### src/rtl/sp_fifo_drain.sv
// ---------------------------------------------------------------------------
// sp_fifo_drain
//
// Read-side controller for a flag-less 16-deep sp_fifo. The FIFO write strobe
// is snooped to track how many words the FIFO holds. A read is issued only
// when a word is present and the 2-entry output buffer will have room for it
// when it arrives. The FIFO's registered read data is captured one cycle
// after the read strobe and is presented on a valid/ready stream.
//
// Handshake: a word transfers on every rising clk edge where m_valid and
// m_ready are both high. While m_valid is high and m_ready is low, m_data is
// held stable. m_valid never drops without a transfer.
//
// Ports
//   clk         clock shared with sp_fifo
//   rst         asynchronous active-high reset (sp_fifo shares this reset)
//   fifo_wr_en  copy of the upstream write strobe into sp_fifo
//   fifo_rd_en  read strobe to sp_fifo
//   fifo_dout   sp_fifo registered read data
//   m_valid     output word valid
//   m_ready     downstream accepts the word
//   m_data      output word (head of the output buffer)
//   occupancy   words currently held in sp_fifo
//   overflow    sticky: a write arrived while the FIFO was full with no read
// ---------------------------------------------------------------------------
module sp_fifo_drain #(
  parameter int DATA_W = 8,
  parameter int DEPTH  = 16,
  localparam int OCC_W = $clog2(DEPTH + 1)
) (
  input  logic              clk,
  input  logic              rst,
  input  logic              fifo_wr_en,
  output logic              fifo_rd_en,
  input  logic [DATA_W-1:0] fifo_dout,
  output logic              m_valid,
  input  logic              m_ready,
  output logic [DATA_W-1:0] m_data,
  output logic [OCC_W-1:0]  occupancy,
  output logic              overflow
);

  localparam logic [OCC_W-1:0] OCC_FULL = OCC_W'(DEPTH);

  // ---------------------------------------------------------------------
  // State
  // ---------------------------------------------------------------------
  logic [OCC_W-1:0]  occ_q;
  logic              overflow_q;
  logic              inflight_q;    // a read was sampled last edge; dout valid now
  logic [1:0]        buf_cnt_q;     // 0..2 words in the output buffer
  logic [DATA_W-1:0] buf_head_q;    // entry 0: the word on m_data
  logic [DATA_W-1:0] buf_tail_q;    // entry 1: next word behind the head

  // ---------------------------------------------------------------------
  // Combinational control
  // ---------------------------------------------------------------------
  logic       pop;
  logic       capture;
  logic [2:0] outstanding;          // words owed to the buffer after this edge

  assign pop     = m_valid & m_ready;
  assign capture = inflight_q;

  // buf_cnt + inflight never exceeds 2, and pop implies buf_cnt >= 1, so
  // this never goes negative. A 3-bit sum keeps the arithmetic plainly safe.
  assign outstanding = {1'b0, buf_cnt_q} + {2'b00, inflight_q} - {2'b00, pop};

  // Reads look only at words already counted; a write landing this same
  // cycle is not yet readable from the FIFO.
  assign fifo_rd_en = (occ_q != '0) && (outstanding < 3'd2);

  assign m_valid   = (buf_cnt_q != 2'd0);
  assign m_data    = buf_head_q;
  assign occupancy = occ_q;
  assign overflow  = overflow_q;

  // ---------------------------------------------------------------------
  // Occupancy tracking
  // ---------------------------------------------------------------------
  logic [OCC_W-1:0] occ_d;
  logic             overflow_d;

  always_comb begin
    occ_d      = occ_q;
    overflow_d = overflow_q;
    case ({fifo_wr_en, fifo_rd_en})
      2'b10: begin
        if (occ_q == OCC_FULL) begin
          // The FIFO has silently overwritten its oldest word; the count
          // stays saturated and the event is latched until reset.
          overflow_d = 1'b1;
        end else begin
          occ_d = occ_q + 1'b1;
        end
      end
      2'b01:   occ_d = occ_q - 1'b1;   // rd_en implies occ_q != 0
      default: occ_d = occ_q;          // idle, or write and read cancel out
    endcase
  end

  always_ff @(posedge clk or posedge rst) begin
    if (rst) begin
      occ_q      <= '0;
      overflow_q <= 1'b0;
      inflight_q <= 1'b0;
    end else begin
      occ_q      <= occ_d;
      overflow_q <= overflow_d;
      inflight_q <= fifo_rd_en;
    end
  end

  // ---------------------------------------------------------------------
  // Output buffer: 2-entry shift queue, head drives m_data.
  // ---------------------------------------------------------------------
  logic [1:0]        buf_cnt_d;
  logic [DATA_W-1:0] buf_head_d;
  logic [DATA_W-1:0] buf_tail_d;

  always_comb begin
    buf_cnt_d  = buf_cnt_q;
    buf_head_d = buf_head_q;
    buf_tail_d = buf_tail_q;
    case ({capture, pop})
      2'b10: begin
        // Append. With two words buffered no read was ever issued, so a
        // capture only meets buf_cnt of 0 or 1.
        if (buf_cnt_q == 2'd0) begin
          buf_head_d = fifo_dout;
        end else begin
          buf_tail_d = fifo_dout;
        end
        buf_cnt_d = buf_cnt_q + 2'd1;
      end
      2'b01: begin
        buf_head_d = buf_tail_q;
        buf_cnt_d  = buf_cnt_q - 2'd1;
      end
      2'b11: begin
        // Pop and capture together: count unchanged, order preserved.
        if (buf_cnt_q == 2'd1) begin
          buf_head_d = fifo_dout;
        end else begin
          buf_head_d = buf_tail_q;
          buf_tail_d = fifo_dout;
        end
      end
      default: begin
        buf_cnt_d = buf_cnt_q;
      end
    endcase
  end

  always_ff @(posedge clk or posedge rst) begin
    if (rst) begin
      buf_cnt_q  <= 2'd0;
      buf_head_q <= '0;
      buf_tail_q <= '0;
    end else begin
      buf_cnt_q  <= buf_cnt_d;
      buf_head_q <= buf_head_d;
      buf_tail_q <= buf_tail_d;
    end
  end

endmodule

### config.mk
export PLATFORM = sky130hd
export DESIGN_NAME = sp_fifo_drain
export DESIGN_NICKNAME = d
export VERILOG_FILES = /design/src/rtl/sp_fifo_drain.sv
export SDC_FILE = /design/constraint.sdc
export NUM_CORES = 1
export LEC_CHECK = 0
export ABC_CLOCK_PERIOD_IN_PS = 3900
export BUFFER_PORTS_ARGS = -buffer_cell sky130_fd_sc_hd__buf_2
export CORE_AREA = 5 5 62 64
export DETAILED_ROUTE_END_ITERATION = 16
export DIE_AREA = 0 0 67 69
export PLACE_DENSITY = 0.66
export SLEW_MARGIN = 20
export SYNTH_ARGS = -nofsm -noshare
export SYNTH_HDL_FRONTEND = slang
export SYNTH_SLANG_ARGS = --single-unit
### constraint.sdc
create_clock -name clk -period 3.9 [get_ports clk]
set_input_delay 0.39 -clock clk [delete_from_list [all_inputs] [get_ports clk]]
set_output_delay 0.39 -clock clk [all_outputs]
set_load 0.05 [all_outputs]
### After elaboration in Yosys (flattened, before gate mapping)

Cells that the tools add are included.

* flip-flop bits (word level): 25
* bits of input ports: 12
* output and inout port bits: 16
* word-level logic and storage cells: 46

* add/subtract/negate cells: 6
* order comparisons: 1
* equality and inequality tests: 11
* mux-type cells: 9
* bitwise gates (word level): 1
* reduce and logical (&&, ||, !) cells: 12

Operator list (number)
* 8-bit 2-to-1 mux: 4
* 8-bit one-hot mux with 3 select lines: 1
* 8-bit one-hot mux with 2 select lines: 1
* 5-bit one-hot mux with 2 select lines: 1
* 2-bit != test (second input constant): 4
* 2-bit nonzero test: 4
* 2-bit by 1-bit equality test with 1-bit output (second input constant): 3
* 2-bit equality test (second input constant): 3
* 2-bit AND reduction: 3
* 5-bit by 1-bit adder with 5-bit output (second input constant): 1
* 5-bit equality test (second input constant): 1
* 5-bit 2-to-1 mux: 1
* 5-bit nonzero test: 1
* 5-bit by 1-bit subtractor with 5-bit output (second input constant): 1
* 2-bit one-hot mux with 2 select lines: 1
* 2-bit by 1-bit adder with 3-bit output: 1
* 3-bit by 2-bit < comparator with 1-bit output (second input constant): 1
* 3-bit AND reduction: 1
* 3-bit nonzero test: 1
* 3-bit by 1-bit subtractor with 3-bit output: 1
* 2-bit by 1-bit adder with 2-bit output (second input constant): 1
* 2-bit zero test: 1
* 2-bit by 1-bit subtractor with 2-bit output (second input constant): 1
* 1-bit bitwise AND: 1
* 1-bit logical AND: 1

### Logic depth before layout (Yosys ltp)

* word-level depth: 8
* depth in mapped cells: 14
* depth with buffers taken out: 14

### Worst setup path before layout

Ideal clock, no wire load.

* path kind: reg-to-reg
* from: reg buf_cnt_q[1]
* to: reg occ_q[4] (netlist: occupancy[4])
* library setup time: 90 ps
* arrival: 3381 ps
* data required time: 3810 ps
* path slack: 428 ps
* cell stages (with the launch flop): 15
* buffers on the path: 0
* clock period less this slack: 3472 ps
* cell sequence: dfrtp_1 -> inv_1 -> ha_1 -> nor2b_1 -> ha_1 -> nand2b_1 -> fa_1 -> xnor2_1 -> nand3_1 -> nor2_1 -> ha_1 -> a21oi_1 -> a221oi_1 -> a311o_1 -> o211ai_1

* cells in the longest elaborated chain, start to end: 8
* elaborated cells on any way between the ends: 12
* classes of those cells: add/sub (2); order compare (1); eq/ne (3); mux (1); bitwise (1); reduce/logical (4)

Ends and longest elaborated chain
* start: declaration: line 51 `logic [1:0] buf_cnt_q;`
* start signal: assignment: line 161 `buf_cnt_q <= buf_cnt_d;`
* branches (longest 2 deep; another with 2-bit by 1-bit adder with 3-bit output)
* 3-bit by 1-bit subtractor with 3-bit output *: line 67 `assign outstanding = {1'b0, buf_cnt_q} + {2'b00, inflight_q} - {2'b00, pop};`
* 3-bit by 2-bit < comparator with 1-bit output *: line 71 `assign fifo_rd_en = (occ_q != '0) && (outstanding < 3'd2);`
* 1-bit logical AND *: line 71
* 2-bit equality test / 2-bit by 1-bit equality test with 1-bit output (equally long branches): line 87 `case ({fifo_wr_en, fifo_rd_en})`
* 2-bit != test (no source line) / 2-bit nonzero test (equally long branches)
* 2-bit AND reduction (no source line)
* end signal: assignment: line 104 `occ_q <= '0;`
* end signal: assignment: line 108 `occ_q <= occ_d;`
* end: declaration: line 48 `logic [OCC_W-1:0] occ_q;`

Every way passes the cells marked *.
A chain may end at the register's enable or synchronous reset.

### Final worst setup path

Ends and elaborated chain as after synthesis.

==> results.md <==
- Among the stages of the critical path, the cell type that occurs most often is sky130_fd_sc_hd__ha_1.
- The die outline width is 67 µm.
- Clock tree synthesis found a total of 25 sinks.
- The number of gates resized after CTS was 0.
- The full die area is 0.00462 mm².
- The count of standard-cell rows is 21.
- The post-synthesis net count is 153.
- The remaining design rule violation count is 0.
- The count of pins over their slew limit is 0.
- In the final layout, the share of cells above drive strength 1 is 28.3%.
- The number of clock buffers added by TritonCTS is 3.
- Ranked by total cell area, the synthesized netlist is headed by sky130_fd_sc_hd__dfrtp_1 45%, sky130_fd_sc_hd__ha_1 7.2%, sky130_fd_sc_hd__mux2_2 6.5%, sky130_fd_sc_hd__xnor2_1 4.4%, sky130_fd_sc_hd__a22oi_1 4.3%.
- At the end of the flow, the number of nets in the layout was 182.
- The number of distinct library cell variants in the gate-level netlist after synthesis is 38.
- The first global-routing pass estimated 4310 µm of wire.
- The placer congestion estimate is 0.882.
- The hold violation count in the final report is 0.
- The number of fill cells in the layout is 311.
- The standard cell with the maximum stage delay on the critical path is sky130_fd_sc_hd__fa_1.
- Of the post-synthesis cell area, the dominant cell type holds 45.0%.
- Among all flip-flop cells after synthesis, the most frequent one is sky130_fd_sc_hd__dfrtp_1.
- The setup path with the least slack is of type flop to flop.
- In this run the critical register-to-register path is captured at occupancy[4]$_DFFE_PP0P_.
- The time the final worst path needs with I/O delays and setup is 3.53 ns.
- Leaving out fill and tap cells, the most frequent cells in the layout are 27 x sky130_fd_sc_hd__buf_2, 25 x sky130_fd_sc_hd__dfrtp_1, 15 x sky130_fd_sc_hd__nand2_1.
- After routing, the total negative slack on setup checks comes to 0 ns.
- The post-detailed-placement cell area is 0.00157 mm².
- The critical path goes through inv_1, ha_1, nor2b_1, ha_1, nand2b_1, fa_1, nand3_1, nor2_2, ha_1, a21oi_1, a221oi_1, a311o_1, o211ai_1.
- The total global routing track utilization is 11.8%.
- Buffers placed on the I/O ports in this run total 27.
- The initial utilization of the core area, before any placement, comes to 43.0%.
- Summed over all nets, the half-perimeter wirelength after detailed placement is 2010 µm.
- The synthesis warning total is 0.
- The clock tree from TritonCTS is built.
- In this run, post-CTS hold repair placed 0 buffers.
- The sequential area share after synthesis is 45.0%.
- Hold timing on the final database bottoms out at a slack of 0.256 ns.
- The clock edge transition at the registers on the reported setup and hold paths is 0.14 ns.
- Counting flops with an async set or reset pin after synthesis yields a share of 100%.
- STA classifies the critical path startpoint as a flop.
- The mean routed wirelength per cell is 12.1 µm.
- For the worst setup path, the data required time is 4.14 ns.
- The depth of the worst register-to-register path is 13.
- The worst setup path is captured at a flop.
- Entering global routing, the biggest net connects 26 pins.
- The via count of the first global-routing pass is 962.
- The highest achievable clock rate is 283 MHz.
- The tool flagged a number of max-cap violations equal to 0.
- In this run the number of H-tree levels came out at 1.
- Once detail routing completed, the nets flagged for antenna violations numbered 0.
- The number of standard cells after synthesis is 131.
- The critical path starts at buf_cnt_q[1]$_DFFE_PP0N_.
- Clock latency on the worst-skew pair, taken at its later pin, is 0.31 ns.
- A synthesized cell averages 10.6 µm².
- The kind of cell adding the most delay to the critical path is adder cells.
- The peak fanout along the critical path is 6.
- Setup repair after global routing left no endpoint under its margin.
- The flow ran to the end, and the final reports show no timing, DRC or antenna violations.
- The routed via count divided by cell count is 5.00.
- The worst path buffer plus inverter count is 1.
- For this block, the via count after detailed routing is 1,025.
- The relative max-transition margin is 36.7%.
- For this design the top-level I/O count stands at 28.
- The first detailed-routing pass took 4 iterations.
- For the worst setup path, the data arrival time is 3.77 ns.
- The path length in cells of the critical path is 13.
- The startpoint identified for the worst register-to-register timing path is buf_cnt_q[1]$_DFFE_PP0N_.
- The area overhead of the layout relative to synthesis is 15.0%.
- The maximum clock insertion buffer count is 2.
- For this run, the slowest stage of the critical path takes 0.59 ns.
- The initial antenna violation count came to 0.
- The post-CTS setup buffer count is 0.
- The core region is 0.00323 mm².
- The end point of the critical path is occupancy[4]$_DFFE_PP0P_.
- Leaving out fill and tap cells, the most frequent cell in the layout is sky130_fd_sc_hd__buf_2.
- The number of antenna diodes in the final layout is 0.
- For the final database, setup skew stands at 0.00248 ns.
- The finished cells cover 0.00160 mm².
- In this run the clock root is driven by a sky130_fd_sc_hd__clkbuf_4.
- In this run the register-to-register setup slack is 0.37 ns.
- The total overflow left after global routing is 0.
- The tightest min-delay check is of the input pin to asynchronous set/reset pin type.
- The synthesized design spends more area on one cell type than any other, namely sky130_fd_sc_hd__dfrtp_1.
- The count of routing violations after the opening detailed-route iteration is 64.
- The detailed-route wire length is 2490 µm.
- The slew at the pin with the worst max-slew slack is 0.949 ns.
- After layout, the worst path uses 90.5% of the clock period.
- In this run the cell area of the synthesized design comes to 0.00139 mm².
- The count of flip-flops with a built-in enable after synthesis is 0.
- The number of synthesized register bits is 25.
- The total of endpoints with negative setup slack in the final report is 0.
- The height of the chip is 69 µm.
==> how the worst min path moves through the flow <==
| stage | cells past startpoint | slack, ns | to |
|---|---|---|---|
| global route | 2 | 0.28 | buf_tail_q[1]$_DFFE_PP0P_ |
| floorplan | 1 | 0.42 | buf_cnt_q[0]$_DFFE_PP0N_ |
| finish | 2 | 0.26 | buf_tail_q[0]$_DFFE_PP0P_ |
| detailed placement | 2 | 0.46 | m_data[6]$_DFFE_PP0P_ |
| CTS | 2 | 0.28 | occupancy[2]$_DFFE_PP0P_ |
| global placement | 1 | 0.45 | overflow$_DFFE_PP0P_ |
==> through the flow <==
stage               utilization [%]  std cells  setup slack, ns
floorplan                         -        131            0.428
global placement               48.5        201            0.444
detailed placement             48.5        201            0.267
CTS                            49.4        205            0.257
global route                   49.5        205           0.0785
finish                         49.5        205            0.371
==> cell type report <==
type | count | area (µm²) | area share, %
timing repair buffer | 28 | 143 | 8.92
multi-input combinational | 93 | 709 | 44.4
clock inverter | 1 | 7.51 | 0.469
sequential | 25 | 626 | 39.1
clock buffer | 3 | 22.5 | 1.41
tap | 46 | 57.6 | 3.60
inverter | 9 | 33.8 | 2.11
==> layer usage <==
| layer | vias up | track usage [%] | wire length (µm) |
|---|---|---|---|
| li1 | 528 | - | - |
| met1 | 474 | 15.4 | 1140 |
| met2 | 21 | 18.6 | 1180 |
| met3 | 2 | 2.92 | 147 |
| met4 | 0 | 4.05 | 25 |
| met5 | - | 0 | 0 |
==> Yosys cell counts (2+ instances only) <==
cell type                   count
sky130_fd_sc_hd__dfrtp_1       25
sky130_fd_sc_hd__nand2_1       15
sky130_fd_sc_hd__inv_1          9
sky130_fd_sc_hd__o21ai_0        9
sky130_fd_sc_hd__a22oi_1        8
sky130_fd_sc_hd__ha_1           8
sky130_fd_sc_hd__mux2_2         8
sky130_fd_sc_hd__xnor2_1        7
sky130_fd_sc_hd__a21oi_1        5
sky130_fd_sc_hd__nor2_1         3
sky130_fd_sc_hd__a21o_1         2
sky130_fd_sc_hd__clkbuf_1       2
sky130_fd_sc_hd__fa_1           2
sky130_fd_sc_hd__nand3_1        2
sky130_fd_sc_hd__o211ai_1       2
sky130_fd_sc_hd__o2bb2ai_1      2
==> cell families after synthesis <==
family          share of synthesized area (%)
buf+inv                                  4.14
fa+ha+maj                                10.1
mux                                      7.20
flops                                    45.0
xor+xnor                                 5.04
compound gates                           17.7
simple gates                             10.8
==> state kept, by name (all words and copies together), names as in the netlist <==
signal / flops
overflow: 1
buf_cnt_q: 2
m_data: 8
capture: 1
occupancy: 5
buf_tail_q: 8
Power is left out: the tool's default activity adds up to more than one toggle a clock period on the data nets, which glitch-free logic cannot reach.
